`src/rtl/tristate_frame_enc.sv`:
```
// PT2262-style tri-state frame encoder: NBITS code symbols plus a sync bit per frame,
// with each frame sent REPEAT times. Sub-ticks are TICK_DIV clocks long. q, busy and done are registered.
module tristate_frame_enc #(
  parameter int NBITS    = 12,
  parameter int TICK_DIV = 1,
  parameter int REPEAT   = 4
) (
  input  logic               clk,
  input  logic               rst,
  input  logic               start,
  input  logic [2*NBITS-1:0] data,
  output logic               q,
  output logic               busy,
  output logic               done,
  output logic [1:0]         state_dbg
);

  localparam int DIV_W = (TICK_DIV > 1) ? $clog2(TICK_DIV) : 1;
  localparam int BIT_W = (NBITS > 1) ? $clog2(NBITS) : 1;
  localparam int REP_W = $clog2(REPEAT + 1);

  typedef enum logic [1:0] {IDLE = 2'd0, CODE = 2'd1, SYNC = 2'd2} state_t;

  state_t             state, nxt_state;
  logic [2*NBITS-1:0] word, nxt_word;
  logic [2*NBITS-1:0] sr, nxt_sr;
  logic [DIV_W-1:0]   div_cnt, nxt_div;
  logic [6:0]         sub_cnt, nxt_sub;
  logic [BIT_W-1:0]   bit_idx, nxt_bit;
  logic [REP_W-1:0]   rep_cnt, nxt_rep, rep_inc;
  logic               nxt_q, nxt_done, tick_end;

  // Each 16-sub-tick half of a code bit is either short-high (H4 L12) or long-high (H12 L4).
  // A 0 is short/short, a 1 is long/long, and an F is short then long.
  function automatic logic code_level(input logic [1:0] sym, input logic [4:0] t);
    logic long_half;
    long_half = (sym == 2'b01) | (sym[1] & t[4]);
    return long_half ? (t[3:0] < 4'd12) : (t[3:0] < 4'd4);
  endfunction

  assign rep_inc = rep_cnt + 1'b1;

  always_comb begin
    nxt_state = state;
    nxt_word  = word;
    nxt_sr    = sr;
    nxt_div   = div_cnt;
    nxt_sub   = sub_cnt;
    nxt_bit   = bit_idx;
    nxt_rep   = rep_cnt;
    nxt_done  = 1'b0;
    tick_end  = (div_cnt == DIV_W'(TICK_DIV - 1));
    case (state)
      IDLE: begin
        if (start) begin
          nxt_state = CODE;
          nxt_word  = data;
          nxt_sr    = data;
          nxt_div   = '0;
          nxt_sub   = '0;
          nxt_bit   = '0;
          nxt_rep   = '0;
        end
      end
      CODE: begin
        if (!tick_end) begin
          nxt_div = div_cnt + 1'b1;
        end else begin
          nxt_div = '0;
          if (sub_cnt == 7'd31) begin
            nxt_sub = '0;
            nxt_sr  = sr << 2;
            if (bit_idx == BIT_W'(NBITS - 1)) begin
              nxt_state = SYNC;
              nxt_bit   = '0;
            end else begin
              nxt_bit = bit_idx + 1'b1;
            end
          end else begin
            nxt_sub = sub_cnt + 1'b1;
          end
        end
      end
      SYNC: begin
        if (!tick_end) begin
          nxt_div = div_cnt + 1'b1;
        end else begin
          nxt_div = '0;
          if (sub_cnt == 7'd127) begin
            nxt_sub = '0;
            if (rep_inc < REP_W'(REPEAT)) begin
              nxt_state = CODE;
              nxt_rep   = rep_inc;
              nxt_sr    = word;
            end else begin
              nxt_state = IDLE;
              nxt_rep   = '0;
              nxt_done  = 1'b1;
            end
          end else begin
            nxt_sub = sub_cnt + 1'b1;
          end
        end
      end
      default: nxt_state = IDLE;
    endcase
    // q is the level of the position the counters move to, so it lines up with them after the edge.
    case (nxt_state)
      CODE:    nxt_q = code_level(nxt_sr[2*NBITS-1 -: 2], nxt_sub[4:0]);
      SYNC:    nxt_q = (nxt_sub < 7'd4);
      default: nxt_q = 1'b0;
    endcase
  end

  always_ff @(posedge clk) begin
    if (rst) begin
      state   <= IDLE;
      word    <= '0;
      sr      <= '0;
      div_cnt <= '0;
      sub_cnt <= '0;
      bit_idx <= '0;
      rep_cnt <= '0;
      q       <= 1'b0;
      busy    <= 1'b0;
      done    <= 1'b0;
    end else begin
      state   <= nxt_state;
      word    <= nxt_word;
      sr      <= nxt_sr;
      div_cnt <= nxt_div;
      sub_cnt <= nxt_sub;
      bit_idx <= nxt_bit;
      rep_cnt <= nxt_rep;
      q       <= nxt_q;
      busy    <= (nxt_state != IDLE);
      done    <= nxt_done;
    end
  end

  assign state_dbg = state;

endmodule
```
`config.mk`:
```
export PLATFORM = sky130hd
export DESIGN_NAME = tristate_frame_enc
export DESIGN_NICKNAME = d
export VERILOG_FILES = /design/src/rtl/tristate_frame_enc.sv
export SDC_FILE = /design/constraint.sdc
export NUM_CORES = 1
export LEC_CHECK = 0
export ABC_AREA = 1
export CORE_MARGIN = 5
export CORE_UTILIZATION = 50
export CTS_BUF_LIST = sky130_fd_sc_hd__clkbuf_16
export DETAILED_ROUTE_END_ITERATION = 10
export PLACE_DENSITY = 0.82
export RECOVER_POWER = 50
export SKIP_CTS_REPAIR_TIMING = 1
export SYNTH_ARGS = -nofsm -noshare
export SYNTH_HDL_FRONTEND = slang
export SYNTH_SLANG_ARGS = --single-unit
```
`constraint.sdc`:
```
create_clock -name clk -period 2 [get_ports clk]
set_input_delay 0.2 -clock clk [delete_from_list [all_inputs] [get_ports clk]]
set_output_delay 0.2 -clock clk [all_outputs]
set_load 0.02 [all_outputs]
```
* Word level (Yosys, flattened, before mapping)
Index checks and enable logic that the tools add are counted.
Cells by class: bitwise operators 4, add/subtract/negate cells 4, order comparisons 4, equal/unequal tests 14, muxes and demuxes 37, reduce and logical (&&, ||, !) cells 13
Operator list (number):
- 24-bit two-way mux | 6
- 24-bit one-hot mux with 3 select lines | 1
- 7-bit two-way mux | 5
- 7-bit one-hot mux with 3 select lines | 1
- 4-bit two-way mux | 4
- 2-bit two-way mux | 6
- 3-bit two-way mux | 4
- 2-bit inequality test (second input constant) | 6
- 4-bit one-hot mux with 2 select lines | 1
- 4-bit AND reduction | 2
- 2-bit nonzero test | 4
- 7-bit by 1-bit adder with 7-bit output (second input constant) | 1
- 7-bit by 5-bit == test with 1-bit output (second input constant) | 1
- 7-bit == test (second input constant) | 1
- 7-bit by 3-bit < comparator with 1-bit output (second input constant) | 1
- 7-bit AND reduction | 1
- 2-bit by 1-bit == test with 1-bit output (second input constant) | 3
- 2-bit one-hot mux with 3 select lines | 1
- 3-bit one-hot mux with 2 select lines | 1
- 1-bit two-way mux | 5
- 4-bit by 1-bit adder with 4-bit output (second input constant) | 1
- 2-bit == test (second input constant) | 2
- 4-bit == test (second input constant) | 1
- 4-bit by 3-bit < comparator with 1-bit output (second input constant) | 1
- 13 further kinds | 16
Word-level totals: output and inout port bits 5, bits in registers 68, bits of input ports 27

* Longest topological paths before layout
depth in word-level cells 10, depth in mapped cells 15, mapped depth without buffers 15

* Worst setup path after synthesis
Ideal clock, no wire load.
kind reg2reg, start register sub_cnt[0], end register q, buffers on the path 0, clock period less this slack 1.943 ns, required time 1.934 ns, cell stages (with the launch flop) 14, arrival time 1.877 ns, setup time 0.066 ns, setup slack 0.057 ns, cells stage by stage dfxtp_1 -> ha_1 -> nand2_2 -> nor2_1 -> nand2_1 -> nor2_4 -> nand2_1 -> nand2_1 -> inv_1 -> ha_1 -> nand2_1 -> a21oi_1 -> nand2_1 -> a21oi_2
RTL lines:
- start, declared | RTL line 28 | logic [6:0] sub_cnt, nxt_sub;
- start signal, assigned | RTL line 132 | sub_cnt <= nxt_sub;
- 7-bit == test or 7-bit by 5-bit == test with 1-bit output (tied branches) | RTL line 89, 70
- 2-bit two-way mux (on tied branches) | RTL line 89, 70
- 2-bit two-way mux (on tied branches) | RTL line 85, 66
- 2-bit one-hot mux with 3 select lines (*) | RTL line 53 | case (state)
- net nxt_state[0] | RTL line 24 | state_t state, nxt_state;
- 2-bit == test or 2-bit by 1-bit == test with 1-bit output (tied branches) | RTL line 108 | case (nxt_state)
- 1-bit one-hot mux with 2 select lines (*) | RTL line 108
- end signal, assigned | RTL line 135 | q <= nxt_q;
- end, declared | RTL line 12 | output logic q,
The timed path passes the listed nets; every way through them passes the cells marked *. The select of a mux whose other input is x is not followed. A chain may end at the register's enable or synchronous reset.

* Worst setup path after layout
start register sub_cnt[4], end register q
The elaborated chain is that of the path after synthesis.

==> impl_metrics.json <==
{
  "status": "finished clean",
  "leakagePower_nw": 1.45,
  "critPathMaxFanout": 6,
  "synthCells": 417,
  "max_slew_margin": 0.605,
  "cp_data_required_time_ps": 2260,
  "cp_top_family": "simple AND/OR/NAND/NOR gates",
  "critical_path_class": "register to register",
  "hold_path_class": "primary input to register",
  "dp_hpwl_um": 4900,
  "startpoint_type": "register",
  "vias": 2904,
  "worstPathCellList": "nand2_1, nor2_4, nand2_4, a21oi_1, nand2_1, inv_1, ha_1, inv_1, nor2_1, nand3_1, nand2_1, nand2_1, a21oi_2",
  "ys_seq_area_frac": 0.439,
  "critPathMaxStageDelay_ps": 430,
  "path_clk_slew_ps": 50,
  "synth_cell_type_count": 29,
  "cts_root_buf": "clkbuf_16",
  "avgSynthCellArea_um2": 7.23,
  "ys_warn_count": 0,
  "rsz0062_at_grt": "false",
  "hold_slack_ps": 278,
  "worstPathArrival_ps": 2080,
  "syn-num-nets": 450,
  "timing.final.ws_setup_ps": 180,
  "cp.buffers_inverters": 2,
  "core_area_mm2": 0.00589,
  "drtIter0Drc": 172,
  "synth_async_sr_flop_share": 0,
  "hold_viol_final": 0,
  "drive_above_1_share": 0.109,
  "setup_violations": 0,
  "ys.flop_type": "dfxtp_1",
  "grt.overflow.total": 0,
  "syn_area_mm2": 0.00301,
  "grt_max_degree": 36,
  "r2r_slack_ps": 180,
  "rows": 28,
  "remaining_drc_errors": 0,
  "fin_util": 0.639,
  "antenna_found_initial": 0,
  "die_h_um": 87.6,
  "pre_cts_ws_ps": -17.4,
  "power.density_mw_per_mm2": 911,
  "clockBufferDepth": 2,
  "timing.final.crit_period_ps": 1820,
  "antenna_cells": 0,
  "max_freq_mhz": 549,
  "cts_tree": "yes",
  "via_per_inst": 5.45,
  "synth_edf_count": 0,
  "start_util": 0.512,
  "wl_per_cell_um": 13.6,
  "nets": 486,
  "ios": 32,
  "insertion_delay_ps": 330,
  "post-route-period-util": 0.910,
  "first_pass_iters": 4,
  "ys_seq_elements": 66,
  "cap_violations": 0,
  "slew_viol_final": 0,
  "htree_levels": 3,
  "cp_common_cell": "nand2_1",
  "areaGrowthSynthToFinish_pct": 24.8,
  "finalClockSkew_ps": 4.32,
  "wl_um": 7270,
  "grt_pass1_wl_um": 12500,
  "gp_congestion": 0.862,
  "grt_usage": 0.206,
  "io_buffer_count": 31,
  "clkSinkCount": 66,
  "vdd_ir_drop_max_v": 0.000826,
  "cts-buffers-inserted": 9,
  "ant_nets": 0,
  "cp-end-kind": "register",
  "tightest_slew_ps": 592,
  "cpMaxStageDelayCell": "dfxtp_1",
  "die_area_mm2": 0.00768,
  "grt_pass1_vias": 2814,
  "fp.dieW_um": 87.6
}
[metrics by stage]
stage                     instance area (µm²)  cells  TNS [ps]  power [W]
final                                    3760    533         0    0.00342
after global routing                     3760    533         0    0.00356
after CTS                                3730    533     -36.2    0.00345
after detailed placement                 3420    517     -17.4    0.00181
after global placement                   3420    517         0    0.00180
after floorplan                          3010    417         0    0.00167
[area by class of cell]
type | instances | area, µm²
fillers | 537 | 2130
multi-input cells | 299 | 1500
clock buffers | 9 | 225
well taps | 75 | 93.8
flip-flops and latches | 66 | 1330
inverters | 34 | 128
repair buffers | 43 | 402
clock inverters | 7 | 85.1
[worst paths after layout]
path                                   end  depth (start not counted)  startpoint
worst min-delay path            sub_cnt[5]                          2         rst
worst max register to register           q                         13  sub_cnt[4]
worst min register to register    word[23]                          2    word[23]
worst max-delay path                     q                         13  sub_cnt[4]
[cells in the mapped netlist, types with 2 or more instances]
master / count / area, µm²
a21oi_1: 31 / 155
a21oi_2: 2 / 17.5
a31oi_1: 2 / 12.5
a41oi_1: 20 / 175
buf_2: 6 / 30.0
buf_6: 2 / 22.5
clkbuf_1: 9 / 33.8
dfxtp_1: 66 / 1320
ha_1: 6 / 75.1
inv_1: 27 / 101
inv_2: 6 / 22.5
nand2_1: 145 / 544
nand2_2: 4 / 25.0
nand2_4: 2 / 22.5
nand3_1: 36 / 180
nor2_1: 22 / 82.6
nor2_2: 2 / 12.5
nor2_4: 3 / 33.8
nor3_1: 9 / 45.0
o21ai_0: 7 / 35.0
xor2_1: 2 / 17.5
[power breakdown]
part / switching, W / leakage, nW / internal, W
registers: 0.0000444 / 0.542 / 0.00139
logic: 0.000200 / 0.753 / 0.000152
clock network: 0.000556 / 0.156 / 0.00108
[per-layer routing]
layer  vias to the layer above  global-route usage  routed length (µm)
met5                         -                   0                   0
met4                         0              0.0781                  78
met3                        10              0.0659                 525
met2                        91               0.353                3670
met1                      1354               0.240                2990
li1                       1449                   -                   -
[state kept, by name, summed over array words and instances, names as in the netlist]
signal,count
sr,24
word,24
sub_cnt,7
bit_idx,4
rep_cnt,2
state_dbg,2
busy,1
done,1
q,1
[cells by family after synthesis]
| kind of cell | count (synthesis) | synth area share |
|---|---|---|
| AND/OR/NAND/NOR | 226 | 0.320 |
| flip-flops | 66 | 0.439 |
| XOR/XNOR | 2 | 0.00582 |
| AO/OA/AOI/OAI | 65 | 0.138 |
| adder cells (fa/ha/maj) | 6 | 0.0249 |
| buffers and inverters | 52 | 0.0723 |
[cells in the final DEF, fill, tap and decap left out, types with 2 or more instances in the layout]
cell	instances
clkdlybuf4s50_1	27
a41oi_1	20
inv_1	28
nand2_4	2
nor2_1	21
o21ai_0	6
a21oi_1	31
dfxtp_1	62
a21oi_2	2
clkinv_1	3
nor3_1	8
buf_4	9
ha_1	5
a31oi_1	2
xor2_1	2
clkbuf_16	9
nor2_2	3
nand2_1	146
dlygate4sd3_1	3
inv_2	6
bufinv_16	2
nor2_4	3
dfxtp_2	3
nand3_1	36
nand2_2	3
o21ai_1	2
(Power assumes the default switching activity.)
